### src/rtl/riscv_fetch_pkg.sv
// Shared definitions for the fetch stage: next-PC select encodings,
// fault cause codes, FSM states and default address-map constants.
package riscv_fetch_pkg;

  // Next-PC select encodings (2'b11 is reserved and behaves as PLUS4)
  localparam logic [1:0] PC_SRC_PLUS4  = 2'b00;
  localparam logic [1:0] PC_SRC_TARGET = 2'b01;
  localparam logic [1:0] PC_SRC_JALR   = 2'b10;

  // Fetch fault cause codes
  localparam logic [1:0] FAULT_NONE     = 2'b00;
  localparam logic [1:0] FAULT_MISALIGN = 2'b01;
  localparam logic [1:0] FAULT_RANGE    = 2'b10;

  // Fetch control FSM states
  typedef enum logic [1:0] {
    BOOT = 2'b00,
    RUN  = 2'b01,
    HALT = 2'b10
  } fetch_state_t;

  // Default address map
  localparam logic [31:0] DEFAULT_RESET_VECTOR = 32'h0000_1000;
  localparam logic [31:0] DEFAULT_IMEM_BASE    = 32'h0000_1000;
  localparam int unsigned DEFAULT_IMEM_WORDS   = 65535;

  // True when addr lies in [base, base + 4*words). Evaluated in 34 bits so
  // the upper bound never wraps, even for a region ending at 2^32.
  function automatic logic addr_in_range(input logic [31:0] addr,
                                         input logic [31:0] base,
                                         input logic [31:0] words);
    logic [33:0] a_ext;
    logic [33:0] lo_ext;
    logic [33:0] hi_ext;
    a_ext  = {2'b00, addr};
    lo_ext = {2'b00, base};
    hi_ext = lo_ext + {words, 2'b00};
    return (a_ext >= lo_ext) && (a_ext < hi_ext);
  endfunction

endpackage

### src/rtl/pc_next_sel.sv
// Combinational next-PC selection and target legality check.
// Produces pc+4, pc+imm, the selected next PC and a fault cause for it
// (misalignment takes priority over out-of-range).
module pc_next_sel
  import riscv_fetch_pkg::*;
#(
  parameter logic [31:0] IMEM_BASE  = DEFAULT_IMEM_BASE,
  parameter int unsigned IMEM_WORDS = DEFAULT_IMEM_WORDS
) (
  input  logic [31:0] pc,
  input  logic [1:0]  pc_src,
  input  logic [31:0] imm_ext,
  input  logic [31:0] alu_result,
  output logic [31:0] pc_next,
  output logic [31:0] pc_plus4,
  output logic [31:0] pc_target,
  output logic        bad,
  output logic [1:0]  cause
);

  // Both adders wrap modulo 2^32 by construction
  assign pc_plus4  = pc + 32'd4;
  assign pc_target = pc + imm_ext;

  // Select the candidate PC; jalr clears bit 0 of the computed address
  always_comb begin
    pc_next = pc_plus4;
    case (pc_src)
      PC_SRC_TARGET: pc_next = pc_target;
      PC_SRC_JALR:   pc_next = alu_result & ~32'h1;
      default:       pc_next = pc_plus4;
    endcase
  end

  // Classify the candidate; misalignment wins over range
  always_comb begin
    cause = FAULT_NONE;
    if (pc_next[1:0] != 2'b00) begin
      cause = FAULT_MISALIGN;
    end else if (!addr_in_range(pc_next, IMEM_BASE, IMEM_WORDS)) begin
      cause = FAULT_RANGE;
    end
  end

  assign bad = (cause != FAULT_NONE);

endmodule

### src/rtl/pc_fetch_unit.sv
// Program-counter / fetch-control stage feeding instruction memory.
// Holds the PC, runs the BOOT/RUN/HALT control FSM, latches sticky fetch
// faults and optionally counts PC advances.
// Build option: define PC_FETCH_COUNT_EN to implement the fetch_count
// register; otherwise fetch_count is tied to zero.
module pc_fetch_unit
  import riscv_fetch_pkg::*;
#(
  parameter logic [31:0] RESET_VECTOR = DEFAULT_RESET_VECTOR,
  parameter logic [31:0] IMEM_BASE    = DEFAULT_IMEM_BASE,
  parameter int unsigned IMEM_WORDS   = DEFAULT_IMEM_WORDS
) (
  input  logic        clk,
  input  logic        reset,
  input  logic        en,
  input  logic [1:0]  pc_src,
  input  logic [31:0] imm_ext,
  input  logic [31:0] alu_result,
  output logic [31:0] pc,
  output logic [31:0] pc_plus4,
  output logic [31:0] pc_target,
  output logic        instr_valid,
  output logic        fault,
  output logic [1:0]  fault_cause,
  output logic [31:0] fetch_count
);

  fetch_state_t state_reg, state_next;
  logic [31:0]  pc_reg, pc_next;
  logic         fault_reg, fault_next;
  logic [1:0]   cause_reg, cause_next;

  logic [31:0]  pc_candidate;
  logic         candidate_bad;
  logic [1:0]   candidate_cause;

  pc_next_sel #(
    .IMEM_BASE  (IMEM_BASE),
    .IMEM_WORDS (IMEM_WORDS)
  ) u_sel (
    .pc         (pc_reg),
    .pc_src     (pc_src),
    .imm_ext    (imm_ext),
    .alu_result (alu_result),
    .pc_next    (pc_candidate),
    .pc_plus4   (pc_plus4),
    .pc_target  (pc_target),
    .bad        (candidate_bad),
    .cause      (candidate_cause)
  );

  // State, PC and fault registers; reset wins over everything
  always_ff @(posedge clk) begin
    if (reset) begin
      state_reg <= BOOT;
      pc_reg    <= RESET_VECTOR;
      fault_reg <= 1'b0;
      cause_reg <= FAULT_NONE;
    end else begin
      state_reg <= state_next;
      pc_reg    <= pc_next;
      fault_reg <= fault_next;
      cause_reg <= cause_next;
    end
  end

  // Next-state logic: advance or halt only in RUN with en; HALT is terminal
  always_comb begin
    state_next = state_reg;
    pc_next    = pc_reg;
    fault_next = fault_reg;
    cause_next = cause_reg;
    case (state_reg)
      BOOT: state_next = RUN;
      RUN: begin
        if (en) begin
          if (candidate_bad) begin
            fault_next = 1'b1;
            cause_next = candidate_cause;
            state_next = HALT;
          end else begin
            pc_next = pc_candidate;
          end
        end
      end
      HALT: state_next = HALT;
      default: state_next = BOOT;
    endcase
  end

`ifdef PC_FETCH_COUNT_EN
  logic [31:0] count_reg;
  logic        advance;

  // A commit is exactly the case where the PC is allowed to move
  assign advance = (state_reg == RUN) && en && !candidate_bad;

  // Fetch counter, wraps modulo 2^32
  always_ff @(posedge clk) begin
    if (reset) begin
      count_reg <= 32'h0;
    end else if (advance) begin
      count_reg <= count_reg + 32'd1;
    end
  end

  assign fetch_count = count_reg;
`else
  assign fetch_count = 32'h0;
`endif

  assign pc          = pc_reg;
  assign instr_valid = (state_reg == RUN);
  assign fault       = fault_reg;
  assign fault_cause = cause_reg;

endmodule

### config.mk
export PLATFORM = sky130hd
export DESIGN_NAME = pc_fetch_unit
export DESIGN_NICKNAME = d
export VERILOG_FILES = /design/src/rtl/riscv_fetch_pkg.sv /design/src/rtl/pc_next_sel.sv /design/src/rtl/pc_fetch_unit.sv
export SDC_FILE = /design/constraint.sdc
export NUM_CORES = 1
export LEC_CHECK = 0
export ABC_AREA = 1
export BUFFER_PORTS_ARGS = -buffer_cell sky130_fd_sc_hd__buf_2
export CAP_MARGIN = 5
export CORE_MARGIN = 2
export CORE_UTILIZATION = 57
export CTS_CLUSTER_DIAMETER = 40
export DETAILED_ROUTE_END_ITERATION = 8
export GPL_TIMING_DRIVEN = 0
export MAX_ROUTING_LAYER = met4
export PLACE_DENSITY_LB_ADDON = 0.12
export SYNTH_ARGS = -nofsm -noshare
export SYNTH_HDL_FRONTEND = slang
export SYNTH_HIERARCHICAL = 1
export SYNTH_SLANG_ARGS = --single-unit
### constraint.sdc
create_clock -name clk -period 4.2 [get_ports clk]
set_input_delay 0.42 -clock clk [delete_from_list [all_inputs] [get_ports clk]]
set_output_delay 0.42 -clock clk [all_outputs]
set_load 0.05 [all_outputs]
After elaboration in Yosys (flattened, before gate mapping)
Cells that the tools add are included.
{"block": "classes", "addsub": 2, "n_lt_le_gt_ge": 2, "n_eq_ne": 6, "n_mux": 6, "bitwise": 1, "n_reduce_logical": 7}
{"cell": "$pmux W32 S2", "count": 1}
{"cell": "$add A32 B3 Y32 const B", "count": 1}
{"cell": "$add A32 B32 Y32", "count": 1}
{"cell": "$ge A32 B13 Y1 const B", "count": 1}
{"cell": "$lt A32 B19 Y1 const B", "count": 1}
{"cell": "$mux W2", "count": 4}
{"cell": "$pmux W2 S3", "count": 1}
{"cell": "$reduce_and A3 Y1", "count": 2}
{"cell": "$eq A2 B1 Y1 const B", "count": 2}
{"cell": "$eq A2 B2 Y1 const B", "count": 2}
{"cell": "$reduce_bool A2 Y1", "count": 2}
{"cell": "$logic_not A2 Y1", "count": 1}
{"cell": "$ne A2 B1 Y1 const B", "count": 1}
{"cell": "$ne A2 B2 Y1 const B", "count": 1}
{"cell": "$reduce_and A2 Y1", "count": 1}
{"cell": "$logic_and A1 B1 Y1", "count": 1}
{"cell": "$not A1 Y1", "count": 1}
{"block": "word_totals", "reg_bits": 37, "in_bits": 69, "output_inout_bits": 132, "word_cells": 28}

Logic depth before layout (Yosys ltp)
{"block": "logic_depth", "ltp_word": 10, "depth_mapped": 26, "mapped_depth_nobuf": 25}

Cells and area by module
Netlist, hierarchy kept.
{"mod": "pc_next_sel", "n_inst": 1, "cells_per_inst": 874, "area_per_inst_um2": 4349.2, "seq_area_each_um2": 0.0}
{"mod": "pc_fetch_unit", "n_inst": 1, "cells_per_inst": 268, "area_per_inst_um2": 1809.2, "seq_area_each_um2": 740.7}

Worst setup path before layout
Ideal clock, no wire load.
{"block": "synth_path", "kind": "reg2reg", "from": "register pc_reg[10], in the netlist pc[10]", "to": "register pc_reg[12], in the netlist pc[12]", "arrival_ns": 3.282, "t_required_ns": 4.070, "setup_slack_ns": 0.788, "stages_incl_launch_ff": 18, "path_buffers": 1, "period_less_slack_ns": 3.412, "cell_sequence": "dfxtp_1 > nand2_1 > nor2_4 > nand2_1 > nor2_1 > xor2_1 > a22oi_1 > nand2_1 > nor2_1 > nand3_1 > nand2_1 > inv_1 > nand4_1 > inv_1 > nand3_4 > buf_2 > nand2_1 > nand3_1"}
{"block": "synth_between", "elab_chain_cells": 9, "word_cells_on_any_way": 11, "cone_classes": "2 x add/sub; 2 x order compare; 3 x mux; 1 x bitwise; 3 x reduce/logical"}
{"item": "start, declared", "line_no": "pc_fetch_unit.sv:29", "text": "logic [31:0] pc_reg, pc_next;"}
{"item": "start signal, assigned", "line_no": "pc_fetch_unit.sv:61", "text": "pc_reg <= pc_next;"}
{"item": "$add A32 B3 Y32 (*)", "line_no": "pc_next_sel.sv:22", "text": "assign pc_plus4 = pc + 32'd4;"}
{"item": "net pc_plus4[17]", "line_no": "pc_fetch_unit.sv:20", "text": "output logic [31:0] pc_plus4,"}
{"item": "$pmux W32 S2 (*)", "line_no": "pc_next_sel.sv:28", "text": "case (pc_src)"}
{"item": "net pc_candidate[17]", "line_no": "pc_fetch_unit.sv:33", "text": "logic [31:0] pc_candidate;"}
{"item": "$ge A32 B13 Y1 / $lt A32 B19 Y1 (equally long branches)", "line_no": "riscv_fetch_pkg.sv:38", "text": "return (a_ext >= lo_ext) && (a_ext < hi_ext);"}
{"item": "$logic_and A1 B1 Y1 (*)", "line_no": "riscv_fetch_pkg.sv:38"}
{"item": "$mux W2 (*)", "line_no": "pc_next_sel.sv:40", "text": "end else if (!addr_in_range(pc_next, IMEM_BASE, IMEM_WORDS)) begin"}
{"item": "$mux W2 (*)", "line_no": "pc_next_sel.sv:38", "text": "if (pc_next[1:0] != 2'b00) begin"}
{"item": "$reduce_bool A2 Y1 (*)", "line_no": "pc_next_sel.sv:45", "text": "assign bad = (cause != FAULT_NONE);"}
{"item": "net candidate_bad", "line_no": "pc_fetch_unit.sv:34", "text": "logic candidate_bad;"}
{"item": "$not A1 Y1 (no line) (*)"}
{"item": "$reduce_and A3 Y1 (no line) (*)"}
Mark *: on every way through the listed nets, which the timed path passes. The rest lies on a longest branch.
A chain may end at the register's enable or synchronous reset.

Final worst setup path
{"block": "layout_path", "from": "register pc_reg[0], in the netlist pc[0]", "to": "register pc_reg[7], in the netlist pc[7]"}
{"block": "layout_between", "elab_chain_cells": 9, "word_cells_on_any_way": 12, "cone_classes": "2 x add/sub; 2 x order compare; 3 x mux; 1 x bitwise; 4 x reduce/logical"}
{"item": "$add A32 B3 Y32 / $add A32 B32 Y32 (equally long branches)", "line_no": "pc_next_sel.sv:22, pc_next_sel.sv:23"}
{"item": "$pmux W32 S2 (*)", "line_no": "pc_next_sel.sv:28"}
{"item": "net pc_candidate[12]", "line_no": "pc_fetch_unit.sv:33"}
{"item": "$ge A32 B13 Y1 / $lt A32 B19 Y1 (equally long branches)", "line_no": "riscv_fetch_pkg.sv:38"}
{"item": "$logic_and A1 B1 Y1 (*)", "line_no": "riscv_fetch_pkg.sv:38"}
{"item": "$mux W2 (*)", "line_no": "pc_next_sel.sv:40"}
{"item": "$mux W2 (*)", "line_no": "pc_next_sel.sv:38"}
{"item": "$reduce_bool A2 Y1 (*)", "line_no": "pc_next_sel.sv:45"}
{"item": "net candidate_bad", "line_no": "pc_fetch_unit.sv:34"}
{"item": "$not A1 Y1 (no line) (*)"}
{"item": "$reduce_and A3 Y1 (no line) (*)"}
Marks and branches as above.

==> flow_metrics.tcl <==
set metrics [dict create \
    status "completed" \
    dp_cells 1476 \
    hold_violations 0 \
    routed_wl_mm 21.43 \
    min_from "reset" \
    synth-compound-area-share_pct 6.095 \
    place_congestion 1.022 \
    num_vias 7778 \
    firstDrtPassIters 6 \
    syn_avg_cell_area_um2 5.393 \
    leakage_nw 4.517 \
    grt_max_degree 12 \
    synth_top_family_by_area "simple AND/OR/NAND/NOR gates" \
    ir_worst_vdd_uv 270.7 \
    wl_per_cell_um 14.44 \
    wl_met1_mm 8.985 \
    fin_worst_skew_ns 0.01079 \
    syn_to_final_growth_pct 19.87 \
    fmax_mhz 262.8 \
    synthCells 1142 \
    setup_tns_ns 0 \
    numPortBuffers 167 \
    ctsResizeCount 0 \
    slew_headroom_pct 49.37 \
    crit_path_cell_trace "ha_1, inv_1, fa_1, inv_1, nand3_1, nand2_1, nand3_1, nand3_1, nand2_1, nand3_1, nand2_1, clkinv_1, nand2_1, nor2_2, nand3_1, a21oi_1, nand4_1, inv_1, nand3_4, buf_2, nor2_1, nor2_1" \
    r2r-start "pc[0]" \
    routed.top_layer "met4" \
    die_area_um2 11650 \
    yosys_warnings 6 \
    min_path_type "in2reg" \
    final_cell_count_no_fill 1484 \
    cts_root_buffer "clkbuf_8" \
    h-tree-depth 2 \
    vias_per_cell 5.241 \
    cp.arrival_ns 3.99 \
    drive_gt1_share_pct 21.44 \
    die_y_um 107.9 \
    max_cap_viol_count 0 \
    cts_sinks 37 \
    cts_setup_buffers 0 \
    cp_max_fo 10 \
    core-area_um2 10420 \
    die_x_um 107.9 \
    drc 0 \
    dr_wl_met3_mm 2.171 \
    critPathKind "reg2reg" \
    yosys.area_share.xor_xnor_pct 2.519 \
    power_mw 1.631 \
    rows 37 \
    start_util_pct 59.12 \
    synth_area_um2 6158 \
    nNetsFinal 1454 \
    cts_buffer_depth 2 \
    critPathRequiredTime_ns 4.38 \
    slowest_stage "fa_1" \
    setup_viol 0 \
    dp_hpwl_mm 17.85 \
    synthAdderAreaFrac_pct 7.842 \
    insertedDiodeCount 0 \
    synth.area.mux_share_pct 0 \
    cp_slowest_stage_delay_ns 0.41 \
    ys_ff_latch 37 \
    period_share_pct 90.61 \
    grt_pass1_wl_mm 32.34 \
    largest_register_ffs 32 \
    ant_nets 0 \
    synth_cell_type_count 43 \
    ctsHoldBuffers 0 \
    grt_use_total_pct 36.68 \
    rsz0062_at_grt "false" \
    worst_path_most_repeated_cell "nand3_1" \
    grt_pass1_vias 6713 \
    p_per_area_nw_per_um2 221.0 \
    slew_violations 0 \
    antenna_found_initial 0 \
    grt_overflow_total 0 \
    period_minus_slack_ns 3.806 \
    endpoint_kind "register" \
    cp-startpoint "pc[0]" \
    startpoint_type "register" \
    initialDrtViolationCount 826 \
    dr_wl_met2_mm 9.788 \
    clock_latency_ns 0.30 \
    cts_tree "yes" \
    clk_pin_slew_ns 0.07 \
    cts_buffers 5 \
    synthSimpleGateAreaFrac_pct 53.88 \
    tightestPinTransition_ns 0.7595 \
    ys_seq_area_share_pct 12.03 \
    io_pins 201 \
]
## critical path: cells and delay by family (launching register included)
kind                     cells  cell delay [ns]
AO/OA/AOI/OAI                1             0.16
adder cells (fa/ha/maj)      2             0.71
buffers and inverters        5             0.63
flip-flops                   1             0.39
AND/OR/NAND/NOR             14             1.80
## where the power goes
group	leakage, nW	internal (mW)	switching, mW
registers	0.299	0.377	0.0372
clock network	0.0542	0.148	0.131
logic	4.16	0.254	0.683
## stage by stage
stage / utilization (%) / worst slack, ns / cell area [um^2] / hold WS [ns]
after global placement: 69.90 / 0.5500 / 7281 / 0.4355
after detailed placement: 69.90 / 0.5079 / 7281 / 0.4434
after CTS: 70.87 / 0.5438 / 7382 / 0.2939
final: 70.87 / 0.3943 / 7382 / 0.2928
after floorplan: - / 0.7883 / 6275 / 0.4891
after global routing: 70.87 / 0.08425 / 7382 / 0.2949
## cell families (layout without fill, tap and decap cells)
| logic type | after synthesis | count (layout) |
|---|---|---|
| xor gates and xnor gates | 16 | 16 |
| DFF | 37 | 37 |
| other | 1 | 32 |
| AOI/OAI and AO/OA | 61 | 61 |
| and+or+nand+nor | 745 | 745 |
| adders and majority gates | 38 | 38 |
| buffers and inverters | 244 | 419 |
## layout make-up
cell class / count / area (um^2)
Timing Repair Buffer: 167 / 835.8
Buffer: 53 / 365.4
Inverter: 191 / 716.9
Fill cell: 980 / 3034
Multi-Input combinational cell: 892 / 4452
Sequential cell: 37 / 740.7
Clock inverter: 1 / 5.005
Tap cell: 136 / 170.2
Clock buffer: 7 / 96.34
## layer usage
metal	GRT usage (%)	vias to the layer above
met5	-	-
met4	9.982	0
met3	3.556	51
met2	60.20	421
met1	48.35	3448
li1	-	3858
## path summary, 6_finish.rpt
check	depth (start not counted)	slack (ns)	end
worst max-delay path	22	0.39	pc[7]
worst min-delay path	2	0.29	fault
worst max register to register	22	0.39	pc[7]
worst min register to register	2	0.45	fault
## layout by cell type (no fill, tap or decap), drive strengths merged
cell	synthesis	final
nand3b	18	18
nand3	95	95
xor2	14	14
a22oi	7	7
nor3	14	14
nor2	164	164
o21bai	3	3
nand4	13	13
inv	187	187
ha	37	37
nor4	2	2
o21ai	9	9
buf	50	217
xnor2	2	2
and2	31	31
nor3b	1	1
a21oi	29	29
dfxtp	37	37
a21o	2	2
nand2	404	404
clkinv	4	5
or2	3	3
clkbuf	3	10
conb	1	32
a21boi	10	10
fa	1	1
a31oi	1	1
## Yosys cell counts, drive strengths merged
cell	number	area [um^2]
nand3	95	513.0
clkinv	4	15.01
nor2	164	680.7
dfxtp	37	740.7
nand3b	18	135.1
a21o	2	15.01
a21boi	10	78.82
nor3	14	111.4
nor3b	1	12.51
inv	187	701.9
buf	50	354.1
fa	1	20.02
o21bai	3	22.52
nor4	2	12.51
and2	31	193.9
nand2	404	1559
xnor2	2	17.52
nand4	13	81.33
o21ai	9	45.04
a31oi	1	6.260
clkbuf	3	11.26
xor2	14	137.6
conb	1	3.750
or2	3	18.77
a22oi	7	62.56
a21oi	29	145.1
ha	37	462.9
No activity file was read; power rests on OpenSTA's default activity.
